==> config.mk <==
export PLATFORM = sky130hd
export DESIGN_NAME = mfp_ahb_lite_master_arbiter
export DESIGN_NICKNAME = d
export VERILOG_FILES = /design/src/rtl/mfp_ahb_lite_master_arbiter_pkg.sv /design/src/rtl/mfp_ahb_lite_master_arbiter_grant.sv /design/src/rtl/mfp_ahb_lite_master_arbiter.sv
export SDC_FILE = /design/constraint.sdc
export NUM_CORES = 1
export LEC_CHECK = 0
export CAP_MARGIN = 20
export CORE_AREA = 2 2 133 135
export CTS_BUF_LIST = sky130_fd_sc_hd__clkbuf_4
export CTS_CLUSTER_SIZE = 28
export DETAILED_ROUTE_END_ITERATION = 8
export DIE_AREA = 0 0 135 137
export GPL_TIMING_DRIVEN = 0
export PLACE_DENSITY_LB_ADDON = 0.1
export SLEW_MARGIN = 25
export SYNTH_ARGS = -nofsm -noshare
export SYNTH_HDL_FRONTEND = slang
export SYNTH_SLANG_ARGS = --single-unit
==> constraint.sdc <==
create_clock -name HCLK -period 2.3 [get_ports HCLK]
set_input_delay 0.46 -clock HCLK [delete_from_list [all_inputs] [get_ports HCLK]]
set_output_delay 0.46 -clock HCLK [all_outputs]
set_load 0.05 [all_outputs]
==> src/rtl/mfp_ahb_lite_master_arbiter_pkg.sv <==
// rtl/mfp_ahb_lite_master_arbiter_pkg.sv - AHB-Lite transfer encodings and master indices for the two-master arbiter
package mfp_ahb_lite_master_arbiter_pkg;

    localparam logic [1:0] HTRANS_IDLE   = 2'b00;
    localparam logic [1:0] HTRANS_BUSY   = 2'b01;
    localparam logic [1:0] HTRANS_NONSEQ = 2'b10;
    localparam logic [1:0] HTRANS_SEQ    = 2'b11;

    localparam logic MFP_AHB_M_CPU = 1'b0;
    localparam logic MFP_AHB_M_DMA = 1'b1;

    // NONSEQ and SEQ both carry a real transfer; bit 1 alone tells them apart from IDLE/BUSY
    function automatic logic htrans_req(input logic [1:0] htrans);
        return htrans[1];
    endfunction

endpackage

==> src/rtl/mfp_ahb_lite_master_arbiter_grant.sv <==
// rtl/mfp_ahb_lite_master_arbiter_grant.sv - release detect, arbitration policy and grant register (MFP_AHB_ARB_ROUND_ROBIN_EN selects round robin)
module mfp_ahb_arb_grant
    import mfp_ahb_lite_master_arbiter_pkg::*;
#(
    parameter logic RESET_OWNER = 1'b0
) (
    input  logic       clk_i,
    input  logic       reset_i,
    input  logic       hready_s_i,
    input  logic [1:0] htrans_m0_i,
    input  logic [1:0] htrans_m1_i,
    input  logic       hmastlock_m0_i,
    input  logic       hmastlock_m1_i,
    output logic       grant_o
);

    logic       grant_q;
    logic       grant_d;
    logic       req_0;
    logic       req_1;
    logic [1:0] htrans_g;
    logic       lock_g;
    logic       release_w;

    assign req_0 = htrans_req(htrans_m0_i);
    assign req_1 = htrans_req(htrans_m1_i);

    assign htrans_g = (grant_q == MFP_AHB_M_DMA) ? htrans_m1_i : htrans_m0_i;
    assign lock_g   = (grant_q == MFP_AHB_M_DMA) ? hmastlock_m1_i : hmastlock_m0_i;

    // BUSY/SEQ are not IDLE, so an owner mid-burst can never be pre-empted here
    assign release_w = hready_s_i & ~lock_g & (htrans_g == HTRANS_IDLE);

    always_comb begin
        grant_d = grant_q;
        if (release_w) begin
`ifdef MFP_AHB_ARB_ROUND_ROBIN_EN
            if (req_0 && req_1) begin
                grant_d = ~grant_q;
            end else if (req_0) begin
                grant_d = MFP_AHB_M_CPU;
            end else if (req_1) begin
                grant_d = MFP_AHB_M_DMA;
            end
`else
            if (req_0) begin
                grant_d = MFP_AHB_M_CPU;
            end else if (req_1) begin
                grant_d = MFP_AHB_M_DMA;
            end
`endif
        end
    end

    always_ff @(posedge clk_i) begin
        if (reset_i) begin
            grant_q <= RESET_OWNER;
        end else begin
            grant_q <= grant_d;
        end
    end

    assign grant_o = grant_q;

endmodule

==> src/rtl/mfp_ahb_lite_master_arbiter.sv <==
// rtl/mfp_ahb_lite_master_arbiter.sv - two-master AHB-Lite arbiter top: data-phase owner and bus muxes (MFP_AHB_ARB_ROUND_ROBIN_EN selects round robin)
module mfp_ahb_lite_master_arbiter
    import mfp_ahb_lite_master_arbiter_pkg::*;
#(
    parameter int   AW          = 32,
    parameter int   DW          = 32,
    parameter logic RESET_OWNER = 1'b0
) (
    input  logic          HCLK,
    input  logic          HRESET,

    input  logic [AW-1:0] HADDR_M0,
    input  logic [2:0]    HBURST_M0,
    input  logic          HMASTLOCK_M0,
    input  logic [3:0]    HPROT_M0,
    input  logic [2:0]    HSIZE_M0,
    input  logic [1:0]    HTRANS_M0,
    input  logic          HWRITE_M0,
    input  logic [DW-1:0] HWDATA_M0,
    output logic [DW-1:0] HRDATA_M0,
    output logic          HREADY_M0,
    output logic          HRESP_M0,

    input  logic [AW-1:0] HADDR_M1,
    input  logic [2:0]    HBURST_M1,
    input  logic          HMASTLOCK_M1,
    input  logic [3:0]    HPROT_M1,
    input  logic [2:0]    HSIZE_M1,
    input  logic [1:0]    HTRANS_M1,
    input  logic          HWRITE_M1,
    input  logic [DW-1:0] HWDATA_M1,
    output logic [DW-1:0] HRDATA_M1,
    output logic          HREADY_M1,
    output logic          HRESP_M1,

    output logic [AW-1:0] HADDR_S,
    output logic [2:0]    HBURST_S,
    output logic          HMASTLOCK_S,
    output logic [3:0]    HPROT_S,
    output logic [2:0]    HSIZE_S,
    output logic [1:0]    HTRANS_S,
    output logic          HWRITE_S,
    output logic [DW-1:0] HWDATA_S,
    input  logic [DW-1:0] HRDATA_S,
    input  logic          HREADY_S,
    input  logic          HRESP_S,

    output logic          HMASTER
);

    logic grant;
    logic sel_dma;
    logic data_owner_q;
    logic data_owner_d;

    mfp_ahb_arb_grant #(
        .RESET_OWNER (RESET_OWNER)
    ) u_grant (
        .clk_i          (HCLK),
        .reset_i        (HRESET),
        .hready_s_i     (HREADY_S),
        .htrans_m0_i    (HTRANS_M0),
        .htrans_m1_i    (HTRANS_M1),
        .hmastlock_m0_i (HMASTLOCK_M0),
        .hmastlock_m1_i (HMASTLOCK_M1),
        .grant_o        (grant)
    );

    // The data phase follows the address phase that completed on this edge
    assign data_owner_d = HREADY_S ? grant : data_owner_q;

    always_ff @(posedge HCLK) begin
        if (HRESET) begin
            data_owner_q <= RESET_OWNER;
        end else begin
            data_owner_q <= data_owner_d;
        end
    end

    assign sel_dma = (grant == MFP_AHB_M_DMA);

    assign HADDR_S     = sel_dma ? HADDR_M1     : HADDR_M0;
    assign HBURST_S    = sel_dma ? HBURST_M1    : HBURST_M0;
    assign HMASTLOCK_S = sel_dma ? HMASTLOCK_M1 : HMASTLOCK_M0;
    assign HPROT_S     = sel_dma ? HPROT_M1     : HPROT_M0;
    assign HSIZE_S     = sel_dma ? HSIZE_M1     : HSIZE_M0;
    assign HTRANS_S    = sel_dma ? HTRANS_M1    : HTRANS_M0;
    assign HWRITE_S    = sel_dma ? HWRITE_M1    : HWRITE_M0;

    assign HWDATA_S = (data_owner_q == MFP_AHB_M_DMA) ? HWDATA_M1 : HWDATA_M0;

    assign HRDATA_M0 = HRDATA_S;
    assign HRDATA_M1 = HRDATA_S;

    // The ungranted master sees a permanent wait state and holds its address phase
    assign HREADY_M0 = ~sel_dma & HREADY_S;
    assign HREADY_M1 =  sel_dma & HREADY_S;
    assign HRESP_M0  = ~sel_dma & HRESP_S;
    assign HRESP_M1  =  sel_dma & HRESP_S;

    assign HMASTER = grant;

endmodule
==> results of run 1 <==
==> layout make-up <==
class / count / area [sq um] / share of cell area
sequential: 2 / 40.0 / 0.00775
tap: 225 / 282 / 0.0545
clock buffer: 3 / 22.5 / 0.00436
multi-input combinational: 89 / 1230 / 0.237
buffer: 74 / 632 / 0.122
timing repair buffer: 306 / 2960 / 0.572
inverter: 2 / 7.51 / 0.00145
==> power by group through the flow <==
stage	sequential (mW)	combinational (mW)	clock (mW)
floorplan	0.0376	0.776	0
global placement	0.0363	1.32	0
detailed placement	0.0363	1.33	0
CTS	0.0358	1.27	0.0822
global route	0.0359	1.30	0.0862
finish	0.0358	1.25	0.0776
==> flip-flops by register name, summed over array words and instances (netlist names) <==
signal,cells
data_owner_q,1
u_grant.grant_o,1
==> logic make-up after synthesis <==
group	after synthesis	synth area share
buffers and inverters	76	0.336
AND/OR/NAND/NOR	8	0.0223
flip-flops	2	0.0210
multiplexers	77	0.601
AO/OA/AOI/OAI	4	0.0204
==> routing by layer <==
layer  part of all wire  vias to the layer above  track usage  routed length [microns]
met5                  0                        -            0                        0
met4              0.015                        0       0.0174                      136
met3               0.12                        8       0.0289                     1090
met2               0.55                      180        0.176                     5020
met1               0.32                     1007       0.0826                     2910
li1                   -                     1132            -                        -
==> worst min-delay path by stage <==
stage	from	end	slack (ps)	cells after the start
floorplan	HRESET	u_grant.grant_o	520	1
global placement	data_owner_q	data_owner_q	600	3
detailed placement	data_owner_q	data_owner_q	610	3
CTS	data_owner_q	data_owner_q	610	3
global route	data_owner_q	data_owner_q	660	3
finish	data_owner_q	data_owner_q	610	3
==> layout by cell type, fill, tap and decap left out, types with 3 or more instances in the layout <==
master           Yosys  layout
clkdlybuf4s50_1      0     224
dlygate4sd2_1        0      81
mux2_4              74      74
buf_12               4       4
clkbuf_4             0       3
buf_6                5       5
buf_4               64      64
mux2_2               3       3
==> critical path: stages <==
cell	delay, ps
clkdlybuf4s50_1	570
nor2b_1	150
dlygate4sd2_1	580
==> metrics by stage <==
step	instances	power [mW]	setup WS [ps]	util	setup TNS, ps
after detailed placement	698	1.36	-259	0.308	-2170
after CTS	701	1.38	5.81	0.303	0
after floorplan	167	0.814	278	-	0
final	701	1.37	71.8	0.303	0
after global routing	701	1.43	7.88	0.303	0
after global placement	698	1.36	-271	0.308	-2060
==> results.md, run 1 <==
* Status: finished clean
* Synth async-reset ratio at 0
* Cell area after placement at 5250 sq um
* Endpoints failing setup at 0
* First-pass GRT wire length at 12,600 microns
* HP Class: reg -> reg
* Pin count of the biggest net entering global routing at 11
* 1st-pass router iterations at 2
* Root buffer cell: clkbuf_4
* Clock sinks at 2
* Critical Path RT at roughly 1800 ps
* Syn Nets at 359
* Syn Inst Count at 167
* CP endpoint kind: primary output
* Slew @ Worst Pin at 561 ps
* Wire length per cell at 13.1 microns
* Initial antenna violation count at 0
* Max Fclk at 449 MHz
* Post-synth top cells: mux2_4 (74), buf_4 (64), buf_6 (5), buf_12 (4), mux2_2 (3)
* Yosys warns at 0
* Vias in the first global route at 2,328
* Fillcell total at 1,823
* Slew Limit Fails at 0
* Max Cap Viol at 0
* GPL Wtd Cong at approximately 0.67
* Finished Cell Area at 5170 sq um
* Net switching power at approximately 0.68 mW
* TritonCTS clock tree: built
* Routed Antenna Nets at 0
* Die width at 135 microns
* RSZ-0062 raised after global routing: false
* Clock insertion delay at the later pin of the skew report at 220 ps
* # nets final at 670
* GRT Overall Usage at 0.0860
* Slew Limit Headroom at 0.627
* Max FO, Critical Path at 4
* CTS Hold Buffers Added at 0
* Clk_skew at between 0.5 and 0.6 ps
* P_leak at 2.27 nW
* Pint at roughly 0.68 mW
* Power Density at 265 nW/um^2
* CTS buffer count at 3
* Worst-case reg-to-reg path depth at 4
* Final Hold Viols at 0
* Register area share after synthesis at 0.0210
* Synth top area cells: mux2_4 (58%), buf_4 (25%), buf_12 (4.2%)
* Longest Clk Path Bufs at 2
* Synthesis-to-layout area growth at 171%
* Final min period at 2230 ps
* Crit path launch: HREADY_S
* Synth area leader: mux2_4
* Die extent in y at 137 microns
* Clock share of power at 0.057
* Crit start category: input pin
* Setup Fix Bufs, Post-CTS at 0
* Number of DRC markers in iteration 0 at 13
* Share of layout cells above drive strength 1 at 0.330
* Reg2reg setup slack at 1290 ps
* Distinct cells, synth at 18
* Critical path arrival at 1770 ps
* CP Class: in -> out
* Crit share post-route at 0.969
* Vias at 2,327
* Reg-to-reg startpoint: u_grant.grant_o
* Worst R2R End: u_grant.grant_o
* Combinational power share at 0.917
* Worst hold margin at 608 ps
* ANT cells at 0
* Synth Register Bits at 2
* Worst setup path endpoint: HREADY_M0
* Std cell rows at 48
* DRC at 0
* Full die area at 18,500 sq um
* Core footprint at around 17,000 sq um
* H-Tree Depth at 1
* Average cell area after synthesis at roughly 11 sq um
* Clock transition at path regs at approximately 30 ps
* Max IR drop VDD at 0.000133 V
* Io pins at 339
* Starting Density at 0.112
* Top_reg_cell synth: dfxtp_1
* Synth top area share at 0.583
* Final HPWL DP at approximately 8300 microns
* Vias per cell at 3.32
* Post-Syn Area at approximately 1900 sq um
* Final wirelength at 9170 microns
* CTS resizes at 82
* Sw frac at 0.500
* Sequential power share at 0.026
* Port-buffer cells at 306
* Global route total overflow at 0
* EDFF count, synth at 0
* Most common cell in the netlist: mux2_4
(Power assumes the default switching activity.)
==> run 2: changes to the inputs <==
CTS_BUF_LIST = not set   (was sky130_fd_sc_hd__clkbuf_4)
==> run 2 against run 1 <==
Die area unchanged. Sequential share of layout area hardly changed. Sequential power about the same. Count of clock-buffer cells in the layout unchanged. Clock skew grew 0.66 ps. Largest cell class unchanged. Final cell count stayed put. Flip-flop and latch count unchanged. Wire length barely moved. Critical path type unchanged. Utilization grew 0.31 points. Setup slack got worse by 7.8 ps.
==> results.md, run 2 (synthesized netlist as in run 1, its figures left out) <==
* Max IR drop VDD at 0.000170 V (was 0.000133 V)
* P_leak at 2.29 nW (was 2.27 nW)
* Synthesis-to-layout area growth at 174% (was 171%)
* Max Fclk at 447 MHz (was 449 MHz)
* Setup TNS at 0 ps (unchanged)
* Crit path launch: HREADY_S (unchanged)
* Worst R2R End: u_grant.grant_o (unchanged)
* CTS resizes at 82 (unchanged)
* Longest Clk Path Bufs at 2 (unchanged)
* Vias in the first global route at 2,333 (was 2,328)
* Endpoints failing setup at 0 (unchanged)
* Crit share post-route at 0.972 (was 0.969)
* Reg-to-reg startpoint: u_grant.grant_o (unchanged)
* # nets final at 670 (unchanged)
* Std cell rows at 48 (unchanged)
* Clock sinks at 2 (unchanged)
* Slew Limit Headroom at 0.627 (unchanged)
* Slew Limit Fails at 0 (unchanged)
* Hold Startpoint: data_owner_q (unchanged)
* H-Tree Depth at 1 (unchanged)
* Final HPWL DP at 8350 microns (unchanged)
* Max FO, Critical Path at 4 (unchanged)
* Clock transition at path regs at 30 ps (about the same)
* Die width at 135 microns (unchanged)
* Commonest cells after routing, fill and taps aside: clkdlybuf4s50_1 (224), dlygate4sd2_1 (81), mux2_4 (74) (unchanged)
* Critical path arrival at 1780 ps (was 1770 ps)
* Crit start category: input pin (unchanged)
* Final wirelength at 9170 microns (about the same)
* Slew @ Worst Pin at 561 ps (unchanged)
* CP endpoint kind: primary output (unchanged)
* Finished Cell Area at 5220 sq um (was 5170 sq um)
* Port-buffer cells at 306 (unchanged)
* Max Cap Viol at 0 (unchanged)
* Critical Path RT at 1840 ps (about the same)
* Most common cell after layout, fill and taps aside: clkdlybuf4s50_1 (unchanged)
* CP Class: in -> out (unchanged)
* Vias at 2,331 (was 2,327)
* RSZ-0062 raised after global routing: false (unchanged)
* Vias per cell at 3.33 (was 3.32)
* DRC at 0 (unchanged)
* Status: finished clean (unchanged)
* TritonCTS clock tree: built (unchanged)
* Worst-case reg-to-reg path depth at 4 (unchanged)
* Full die area at 18,500 sq um (unchanged)
* Final min period at 2240 ps (was 2230 ps)
* Fillcell total at 1,819 (was 1,823)
* Starting Density at 0.112 (unchanged)
* Pin count of the biggest net entering global routing at 11 (unchanged)
* Worst setup path endpoint: HREADY_M0 (unchanged)
* GPL Wtd Cong at 0.674 (unchanged)
* Reg2reg setup slack at 1300 ps (was 1290 ps)
* CTS Hold Buffers Added at 0 (unchanged)
* First-pass GRT wire length at 12,600 microns (about the same)
* Root buffer cell: clkbuf_16 (was clkbuf_4)
* Wire length per cell at 13.1 microns (about the same)
* Clock insertion delay at the later pin of the skew report at 220 ps (about the same)
* 1st-pass router iterations at 4 (was 2)
* Number of DRC markers in iteration 0 at 15 (was 13)
* Die extent in y at 137 microns (unchanged)
* ANT cells at 0 (unchanged)
* CTS buffer count at 3 (unchanged)
* Core footprint at 17,100 sq um (unchanged)
* Setup Fix Bufs, Post-CTS at 0 (unchanged)
* Global route total overflow at 0 (unchanged)
* Routed Antenna Nets at 0 (unchanged)
* GRT Overall Usage at 0.0864 (was 0.0860)
* Clk_skew at 1.18 ps (was 0.515 ps)
* Share of layout cells above drive strength 1 at 0.330 (unchanged)
* Initial antenna violation count at 0 (unchanged)
* Power Density at 297 nW/um^2 (was 265 nW/um^2)
* Cell area after placement at 5250 sq um (unchanged)
* Final Hold Viols at 0 (unchanged)
* HP Class: reg -> reg (unchanged)
* Io pins at 339 (unchanged)
-- run 2: cell counts in the layout (fill, tap and decap cells not counted) --
Identical to the previous run, type by type.
-- run 2: worst min-delay path by stage --
stage / endpoint / slack, ps / cells after the start
after global routing: data_owner_q / 660 / 3
after global placement: data_owner_q / 600 / 3
after floorplan: u_grant.grant_o / 520 / 1
final: data_owner_q / 610 / 3
after detailed placement: data_owner_q / 610 / 3
after CTS: data_owner_q / 610 / 3
-- run 2: final cells by class --
class                           instances  area [sq um]  area share
Timing Repair Buffer                  306          2960       0.567
Multi-Input combinational cell         89          1230       0.235
Buffer                                 74           632       0.121
Tap cell                              225           282      0.0539
Clock buffer                            3          75.1      0.0144
Sequential cell                         2          40.0     0.00767
Inverter                                2          7.51     0.00144
-- run 2: power breakdown --
part           switching, mW  leakage, nW  internal, mW
Clock                 0.0388       0.0370         0.221
Combinational          0.663         2.24         0.591
Sequential          0.000302       0.0162        0.0356
Total                  0.702         2.29         0.848
-- run 2: critical path, cell delays in order --
cell,delay (ps)
clkdlybuf4s50_1,580
nor2b_1,160
dlygate4sd2_1,580
-- run 2: metrics by stage --
stage,cells,setup WS (ps),hold slack (ps),power (mW),util
6_report,701,64.0,609,1.55,0.306
5_1_grt,701,7.88,656,1.61,0.306
3_3_place_gp,698,-271,601,1.36,0.308
3_5_place_dp,698,-259,609,1.36,0.308
2_1_floorplan,167,278,525,0.814,-
4_1_cts,701,5.81,613,1.57,0.306
-- run 2: metal layers --
layer	vias up	share of wire	global-route usage
li1	1132	-	-
met1	1010	0.32	0.0830
met2	181	0.55	0.176
met3	8	0.12	0.0289
met4	0	0.016	0.0191
met5	-	0	0
